==> src/rtl/reg_file_wb.sv <==
// Architectural register file at the MEM/WB boundary: commits writebacks, serves two
// bypassed decode read ports, and tracks outstanding producers for RAW-hazard stalls.
module reg_file_wb #(
  parameter int DATA_W  = 64,
  parameter int ADDR_W  = 3,
  parameter int R0_ZERO = 1
) (
  input  logic              clk,
  input  logic              reset,
  input  logic              en,
  input  logic              WRegEn_in,
  input  logic [ADDR_W-1:0] WReg1_in,
  input  logic [DATA_W-1:0] WData_in,
  input  logic [ADDR_W-1:0] RReg1,
  input  logic [ADDR_W-1:0] RReg2,
  input  logic              RUse1,
  input  logic              RUse2,
  input  logic              Issue_en,
  input  logic [ADDR_W-1:0] Issue_reg,
  output logic [DATA_W-1:0] RData1,
  output logic [DATA_W-1:0] RData2,
  output logic              Pend1,
  output logic              Pend2,
  output logic              Stall
);

  localparam int N = 2 ** ADDR_W;

  logic [DATA_W-1:0] regs [N];
  logic [N-1:0]      pending;
  logic [N-1:0]      set_vec;
  logic [N-1:0]      clr_vec;
  logic              wr_live;
  logic              hit1;
  logic              hit2;
  logic              issue_ok;

  function automatic logic is_r0(input logic [ADDR_W-1:0] a);
    return (R0_ZERO != 0) && (a == '0);
  endfunction

  // Read side: a live writeback to the same index is forwarded, which also resolves its hazard.
  always_comb begin
    // NOTE: every output gets a default first so no path through the block can infer a latch.
    RData1  = '0;
    RData2  = '0;
    wr_live = reset & en & WRegEn_in;
    hit1    = wr_live && (WReg1_in == RReg1);
    hit2    = wr_live && (WReg1_in == RReg2);
    if (reset && !is_r0(RReg1)) RData1 = hit1 ? WData_in : regs[RReg1];
    if (reset && !is_r0(RReg2)) RData2 = hit2 ? WData_in : regs[RReg2];
    Pend1    = reset & pending[RReg1] & ~hit1;
    Pend2    = reset & pending[RReg2] & ~hit2;
    Stall    = (RUse1 & Pend1) | (RUse2 & Pend2);
    issue_ok = Issue_en & ~Stall;
  end

  // Scoreboard update masks; applying set after clear lets the newer producer win.
  always_comb begin
    set_vec = '0;
    clr_vec = '0;
    if (issue_ok && !is_r0(Issue_reg)) set_vec[Issue_reg] = 1'b1;
    if (WRegEn_in)                     clr_vec[WReg1_in]  = 1'b1;
  end

  always_ff @(posedge clk or negedge reset) begin
    if (!reset) begin
      // NOTE: the array is reset because architectural registers must read 0 after reset;
      // this forces flops rather than a RAM macro, which is acceptable at 8 entries.
      for (int i = 0; i < N; i++) regs[i] <= '0;
      pending <= '0;
    end else if (en) begin
      // NOTE: non-blocking assignments keep every flop sampling pre-edge values.
      if (WRegEn_in && !is_r0(WReg1_in)) regs[WReg1_in] <= WData_in;
      pending <= (pending & ~clr_vec) | set_vec;
    end
  end

endmodule

==> config.mk <==
export PLATFORM = sky130hd
export DESIGN_NAME = reg_file_wb
export DESIGN_NICKNAME = d
export VERILOG_FILES = /design/src/rtl/reg_file_wb.sv
export SDC_FILE = /design/constraint.sdc
export NUM_CORES = 1
export LEC_CHECK = 0
export CAP_MARGIN = 20
export CORE_MARGIN = 8
export CORE_UTILIZATION = 35
export DETAILED_ROUTE_END_ITERATION = 6
export PLACE_DENSITY = 0.6
export SYNTH_ARGS = -nofsm -noshare
export SYNTH_HDL_FRONTEND = slang
export SYNTH_SLANG_ARGS = --single-unit
==> constraint.sdc <==
create_clock -name clk -period 6.05 [get_ports clk]
set_input_delay 0.9075 -clock clk [delete_from_list [all_inputs] [get_ports clk]]
set_output_delay 0.9075 -clock clk [all_outputs]
set_load 0.05 [all_outputs]
==> impl_metrics.yaml, run 1 <==
outcome:
  status: "finished clean"
cts:
  clkSinkCount: 520
  htree_levels: 2
  cts_tree: "yes"
  cts_setup_buffers: 0
  cts-resized-gates: 0
  cts_inserted_buffers: 59
  clockRootBuffer: "clkbuf_16"
  ctsHoldBuffers: 0
  cts.clk_slew.worst_paths_ns: 0.06
  cts_max_path_buffers: 3
  clkLatencyLatePin_ns: 0.60
place:
  place_area_um2: 31000
  dp_slack_ns: 1.199
  gp_congestion: 0.7486
  hpwl_um: 46340
  io_buffers: 213
setup_path:
  worstSetupStartpointType: "input port"
  crit_required_ns: 5.14
  crit_arrival_ns: 3.95
  reg2reg_depth: 5
  r2r_end: "pending[3]"
  path_max_fanout: 92
  r2r_start: "pending[3]"
  startpoint: "WReg1_in[0]"
  worst_setup_path_end_kind: "output port"
  r2r_slack_ns: 4.15
  critPathKind: "input port to output port"
timing:
  fin_tns_setup_ns: 0
  fmax_ghz: 0.2061
  fin_skew_ns: 0.007905
  slew_headroom: 0.3388
  fin_crit_ns: 4.853
  fin_ws_ns: 1.197
  maxSlewViolCount: 0
  setup_viol: 0
  finalHoldViolCount: 0
  rsz0062_at_grt: "no"
  period_share: 0.8022
  worst_slew_pin_slew_ns: 0.9919
finish:
  most-common-layout-cells: "dfrtp_1 (520), mux2_2 (450), mux4_2 (260)"
  design_area_um2: 33060
  layout_commonest_cell: "dfrtp_1"
  multi_input_comb_area_um2: 14030
  fin_nets: 2061
  drive_gt1_frac: 0.4282
  synthToLayoutAreaGrowth_pct: 18.18
  seqCellArea_um2: 13010
  fillers: 7058
route:
  drt_iter0_markers: 980
  wl_per_cell_um: 25.41
  dr.pass1.iters: 5
  ant_nets: 0
  avgViaCountPerCell: 5.661
  wl_um: 78200
  vias: 17425
  drcViolationCount: 0
global_routing:
  gr-usage-all-layers: 0.1731
  first_global_vias: 19061
  use_met1: 0.2313
  grt_max_degree: 96
  met2_usage: 0.2887
  antenna_found_initial: 1
  grt-busiest-layer: "met2"
  overflow: 0
  use_met3: 0.03159
  grt_pass1_wl_um: 120700
pwr:
  p_leak_nw: 13.45
  ir_drop_uv: 208.3
  power_mw: 11.33
  powerDensity_nw_per_um2: 342.9
logic_synthesis:
  syn-num-nets: 1976
  yosysSeqAreaShare: 0.4652
  async_reset_ff_frac: 1.000
  synthCells: 1893
  synthesis.area_um2: 27970
  ys.flop_type: "dfrtp_1"
  synth_cell_type_count: 28
  synth_edf_count: 0
  synth-seq-cells: 520
  syn-mean-instance-area_um2: 14.78
  yosysWarnings: 0
floorplan:
  die_x_um: 298.7
  num_io_pins: 214
  start_util: 0.3541
  die_h_um: 298.7
  die_area_um2: 89220
  core-area_um2: 79000
  rows: 103
worst_hold_path:
  hp-class: "input port to asynchronous set/reset pin"
flow_run:
  drv_cap: 0
==> final cells by class <==
class	instances	share of cell area
well taps	1050	0.03974
clock inverters	18	0.006699
diodes	1	0.00007570
multi-input cells	1135	0.4243
flip-flops and latches	520	0.3936
inverters	7	0.0007949
clock buffers	92	0.05545
repair buffers	255	0.07926
==> critical path, cell delays in order <==
cell	delay, ns
clkdlybuf4s50_1	0.63
xnor2_1	0.12
nand4_1	0.17
buf_12	0.38
buf_4	0.46
nor2_1	0.08
a211oi_1	0.25
clkdlybuf4s50_1	0.86
==> where the power goes <==
group          internal (mW)  switching (mW)  leakage (nW)
Combinational           1.57            1.34          5.94
Sequential              4.19           0.492          6.49
Clock                   2.28            1.46          1.02
==> cell families after synthesis <==
family / synth area share
compound gates: 0.03883
xor+xnor: 0.001879
buf+inv: 0.03574
flops: 0.4652
mux: 0.4363
simple gates: 0.02205
==> worst max-delay path by stage <==
stage	to	slack, ns
finish	RData1[55]	1.20
global route	RData1[58]	1.06
CTS	RData2[12]	1.19
detailed placement	RData2[12]	1.20
global placement	RData2[12]	1.27
floorplan	RData2[0]	1.95
==> per-layer routing <==
layer	vias to the layer above	part of all wire
met5	-	0
li1	7457	-
met4	0	0.026
met3	147	0.051
met1	9334	0.43
met2	487	0.49
==> metrics by stage <==
step             util  hold WS (ns)  cells
3_5_place_dp   0.3924        0.3823   2967
2_1_floorplan       -        0.4413   1893
3_3_place_gp   0.3924        0.3763   2967
6_report       0.4184        0.3136   3078
4_1_cts        0.4184        0.3128   3077
5_1_grt        0.4184        0.3504   3077
==> flip-flops by register name, indices dropped and copies added, names as in the netlist <==
signal	flops
regs	512
pending	8
==> cell usage after synthesis, types with 2 or more instances <==
cell type | count | area, um2
and3_1 | 3 | 18.77
nand2_1 | 2 | 7.510
a211oi_1 | 128 | 960.9
inv_1 | 7 | 26.28
a32o_1 | 7 | 70.07
o31ai_2 | 2 | 25.02
nor2_1 | 135 | 506.7
mux2_2 | 450 | 5067
buf_1 | 8 | 30.03
mux4_2 | 260 | 5856
nand2b_1 | 2 | 12.51
mux2i_1 | 128 | 1281
nand4_1 | 2 | 12.51
buf_4 | 2 | 15.01
xnor2_1 | 6 | 52.55
buf_2 | 79 | 395.4
clkbuf_1 | 142 | 533.0
dfrtp_1 | 520 | 13010
No activity file was read; power rests on OpenSTA's default activity.
==> run 2, diff against run 1 <==
PLACE_DENSITY = 0.62   (was 0.6)
clock period = 4.1 ns   (was 6.05 ns; I/O delays follow)
==> run 2 against run 1 <==
Against the previous run: combinational power increased by 67%; highest routed layer unchanged; wire length increased by 2.5%; largest power group unchanged; critical path type unchanged; core utilization increased by 2.5 points; via count increased by 2.2%; largest cell class unchanged.
==> impl_metrics.yaml, run 2 (synthesis results as in run 1) <==
floorplan:
  core-area_um2: 79000
  start_util: 0.3541
  die_x_um: 298.7
  die_area_um2: 89220
  die_h_um: 298.7
  rows: 103
  num_io_pins: 214
timing:
  finalHoldViolCount: 0
  whs_ns: 0.3916
  fmax_ghz: 0.2687
  fin_tns_setup_ns: 0
  maxSlewViolCount: 0
  fin_skew_ns: 0.005032
  fin_crit_ns: 3.722
  worst_slew_pin_slew_ns: 0.9600
  slew_headroom: 0.3600
  setup_viol: 0
  rsz0062_at_grt: "no"
  period_share: 0.9077
cts:
  cts.clk_slew.worst_paths_ns: 0.06
  cts_setup_buffers: 0
  clkLatencyLatePin_ns: 0.63
  clockRootBuffer: "clkbuf_16"
  htree_levels: 2
  cts_tree: "yes"
  cts_inserted_buffers: 60
  clkSinkCount: 520
  cts_max_path_buffers: 3
worst_hold_path:
  whs_path_depth: 0
  hp-class: "flip-flop to flip-flop"
  hold_end: "regs[490]"
  min_from: "regs[490]"
place:
  dp.cells: 3006
  place_area_um2: 32820
  gp_congestion: 0.7544
  io_buffers: 213
  hpwl_um: 49170
finish:
  seqCellArea_um2: 13010
  reg.largest.list: "regs: 512 flops, pending: 8 flops"
  most-common-layout-cells: "dfrtp_1 (520), mux2_2 (450), mux4_2 (260)"
  largest_reg_flops: 512
  top_register: "regs"
  design_area_um2: 35000
  drive_gt1_frac: 0.5041
  fillers: 6942
  layout_commonest_cell: "dfrtp_1"
  multi_input_comb_area_um2: 14030
  synthToLayoutAreaGrowth_pct: 25.14
  fin_nets: 2103
  fin_cells: 3120
outcome:
  status: "finished clean"
route:
  drt_iter0_markers: 1069
  dr.pass1.iters: 5
  avgViaCountPerCell: 5.710
  vias: 17815
  ant_nets: 0
  wl_um: 80160
  drcViolationCount: 0
  wl_per_cell_um: 25.69
setup_path:
  worstSetupStartpointType: "input port"
  crit_required_ns: 3.48
  path_max_fanout: 56
  reg2reg_depth: 5
  r2r_end: "pending[4]"
  crit_arrival_ns: 3.11
  r2r_start: "pending[7]"
  r2r_slack_ns: 2.17
  worst_setup_path_end_kind: "output port"
  critPathKind: "input port to output port"
pwr:
  p_int_mw: 12.47
  power_mw: 17.57
  powerDensity_nw_per_um2: 501.9
  p_switching_mw: 5.102
  switching_share: 0.2904
  p_seq_frac: 0.395
  p_clk_frac: 0.328
  p_leak_nw: 14.42
  pwr-share-comb: 0.277
  ir_drop_uv: 316.2
flow_run:
  drv_cap: 0
global_routing:
  grt_pass1_wl_um: 124200
  antenna_found_initial: 5
  overflow: 0
  first_global_vias: 19564
  grt_max_degree: 173
  gr-usage-all-layers: 0.1780
-- run 2: changes by cell type in the layout (fill, tap and decap cells not counted), sizes merged --
cell | previous run | this run
buf | 47 | 218
bufinv | 5 | 9
clkbuf | 94 | 85
clkdlybuf4s50 | 206 | 75
clkinv | 12 | 11
diode | 1 | 5
dlygate4sd3 | 0 | 1
inv | 7 | 10
-- run 2: layout make-up --
cell class,instances,share of cell area
Clock buffer,83,0.04994
Inverter,7,0.0007506
Sequential cell,520,0.3717
Multi-Input combinational cell,1135,0.4007
Clock inverter,24,0.01112
Antenna cell,5,0.0003574
Timing Repair Buffer,296,0.1278
Tap cell,1050,0.03753
-- run 2: layer usage --
metal	wire length (um)	up-vias	GRT usage	part of all wire
li1	-	7556	-	-
met1	34510	9588	0.2381	0.43
met2	38770	534	0.2912	0.48
met3	4751	137	0.03788	0.059
met4	2126	0	0.05226	0.027
met5	0	-	0	0
-- run 2: worst max path at each step --
stage                      from         end  slack [ns]
floorplan              RReg2[2]   RData2[0]        0.59
global placement    WReg1_in[0]  RData2[46]        0.60
detailed placement  WReg1_in[0]  RData2[46]        0.51
CTS                       reset  RData2[46]        0.35
global route              reset  RData2[46]        0.18
finish                    reset  RData2[46]        0.38
-- run 2: metrics by stage --
step / utilization / worst slack [ns]
after CTS: 0.4426 / 0.3546
after global placement: 0.4154 / 0.6034
after floorplan: - / 0.5880
after detailed placement: 0.4154 / 0.5102
after global routing: 0.4430 / 0.1795
final: 0.4431 / 0.3783
-- run 2: critical path, stage by stage --
cell and delay [ns]:
dlygate4sd3_1 0.58, buf_8 0.17, and3_1 0.20, nand4_1 0.18, buf_12 0.29, nor2_1 0.07, a211oi_1 0.71, buf_12 0.22
-- run 2: power by group through the flow --
stage	sequential, mW	clock, mW	combinational [mW]
after global placement	6.86	0	4.81
after detailed placement	7.01	0	4.90
final	6.94	5.77	4.86
after CTS	6.92	5.90	4.92
after global routing	7.09	6.11	5.15
after floorplan	6.74	0	3.18
-- run 2: repair_timing --
action                    CTS  global route
hold buffers                1             0
hold endpoints to repair    1             0
gates resized for setup     0             0
==> run 3, diff against run 2 <==
PLACE_DENSITY = 0.6   (was 0.62)
clock period = 4.5 ns   (was 4.1 ns; I/O delays follow)
==> run 3 against run 2 <==
Against the previous run: non-clock buffer count is 24 lower; die area unchanged; wire length fell by 0.88%; global-route usage fell by 0.18 points; first-iteration DRC count increased by 1.4%; core utilization is 0.67 points lower; clock skew grew 0.0013 ns; sequential power decreased by 9.2%; critical path type unchanged; largest cell class unchanged; largest power group unchanged.
==> impl_metrics.yaml, run 3 (synthesis results as in run 1) <==
cts:
  clockRootBuffer: "clkbuf_16"
  cts_tree: "yes"
  clkLatencyLatePin_ns: 0.62
  cts_setup_buffers: 0
  cts_max_path_buffers: 3
  cts_inserted_buffers: 59
  cts.clk_slew.worst_paths_ns: 0.06
  htree_levels: 2
  clkSinkCount: 520
worst_hold_path:
  hold_end: "regs[491]"
  min_from: "regs[491]"
  hp-class: "flip-flop to flip-flop"
  whs_path_depth: 0
place:
  hpwl_um: 47060
  place_area_um2: 32390
  dp.cells: 2983
  gp_congestion: 0.7722
  io_buffers: 213
timing:
  period_share: 0.9145
  finalHoldViolCount: 0
  fin_tns_setup_ns: 0
  worst_slew_pin_slew_ns: 1.122
  rsz0062_at_grt: "no"
  fmax_ghz: 0.2430
  setup_viol: 0
  fin_skew_ns: 0.006377
  fin_crit_ns: 4.115
  slew_headroom: 0.2521
  maxSlewViolCount: 0
finish:
  top_register: "regs"
  most-common-layout-cells: "dfrtp_1 (520), mux2_2 (450), mux4_2 (260)"
  fin_cells: 3095
  drive_gt1_frac: 0.4983
  fin_nets: 2078
  synthToLayoutAreaGrowth_pct: 23.25
  layout_commonest_cell: "dfrtp_1"
  design_area_um2: 34480
  reg.largest.list: "regs: 512 flops, pending: 8 flops"
  largest_reg_flops: 512
  diodes: 0
route:
  vias: 17461
  ant_nets: 0
  drt_iter0_markers: 1084
  dr.pass1.iters: 5
  wl_per_cell_um: 25.67
  avgViaCountPerCell: 5.642
  wl_um: 79450
  drcViolationCount: 0
floorplan:
  core-area_um2: 79000
  num_io_pins: 214
  start_util: 0.3541
  rows: 103
  die_area_um2: 89220
  die_x_um: 298.7
  die_h_um: 298.7
setup_path:
  reg2reg_depth: 5
  worst_setup_path_end_kind: "output port"
  r2r_slack_ns: 2.54
  crit_required_ns: 3.83
  path_max_fanout: 53
  r2r_end: "pending[2]"
  critPathKind: "input port to output port"
  r2r_start: "pending[7]"
  path_cells: "dlygate4sd3_1 -> buf_8 -> buf_4 -> and3_4 -> clkdlybuf4s50_1"
  max_stage_delay_ns: 0.81
  crit_arrival_ns: 3.44
  critPathSlowestCell: "clkdlybuf4s50_1"
  worstSetupStartpointType: "input port"
global_routing:
  gr-usage-all-layers: 0.1762
  antenna_found_initial: 1
  overflow: 0
  grt_pass1_wl_um: 122500
  grt_max_degree: 184
  first_global_vias: 19102
pwr:
  powerDensity_nw_per_um2: 455.9
  ir_drop_uv: 321.9
  p_leak_nw: 14.19
flow_run:
  drv_cap: 0
outcome:
  status: "finished clean"
==> run 3: per-layer routing <==
metal / wire, um / track usage / vias up / part of all wire
li1: - / - / 7469 / -
met1: 35300 / 0.2439 / 9400 / 0.44
met2: 38470 / 0.2858 / 466 / 0.48
met3: 3897 / 0.03188 / 124 / 0.049
met4: 1774 / 0.04561 / 2 / 0.022
met5: 8 / 0 / - / 0.00010
==> run 3: power breakdown <==
part           leakage, nW  total, mW  internal, mW  switching (mW)
Sequential            6.49       6.30          5.64           0.663
Combinational         6.67       4.33          2.43            1.90
Clock                 1.04       5.08          3.07            2.01
==> run 3: metrics by stage <==
step                setup WS, ns    util  hold slack, ns  total power, mW
floorplan                 0.8680       -          0.3794            9.044
global placement          0.7747  0.4100          0.3763            10.54
detailed placement        0.7574  0.4100          0.3834            10.75
CTS                       0.3028  0.4364          0.3962            15.92
global route              0.1482  0.4364          0.4075            16.43
finish                    0.3846  0.4364          0.3926            15.72
==> run 3: layout make-up <==
type | count | area [um2]
Clock buffer | 85 | 1775
Clock inverter | 26 | 304.0
Fill cell | 6910 | 44520
Inverter | 7 | 26.28
Multi-Input combinational cell | 1135 | 14030
Sequential cell | 520 | 13010
Tap cell | 1050 | 1314
Timing Repair Buffer | 272 | 4016
==> run 3: critical path, delay by kind of cell <==
| family | cells | cell delay, ns |
|---|---|---|
| buf+inv | 4 | 2.38 |
| simple gates | 1 | 0.34 |
==> run 3: how the worst max path moves through the flow <==
stage / startpoint / slack, ns / to / depth (start not counted)
after floorplan: RReg2[2] / 0.87 / RData2[0] / 6
after global placement: WReg1_in[0] / 0.77 / RData1[41] / 8
after detailed placement: WReg1_in[2] / 0.76 / RData1[28] / 8
after CTS: reset / 0.30 / Pend2 / 5
after global routing: reset / 0.15 / Pend2 / 5
final: reset / 0.38 / Pend2 / 5
==> run 3: what timing repair did <==
| action | CTS | global route |
|---|---|---|
| hold buffers | 1 | 0 |
| resized for setup | 0 | 0 |
| endpoints found under the hold margin | 39 | 0 |
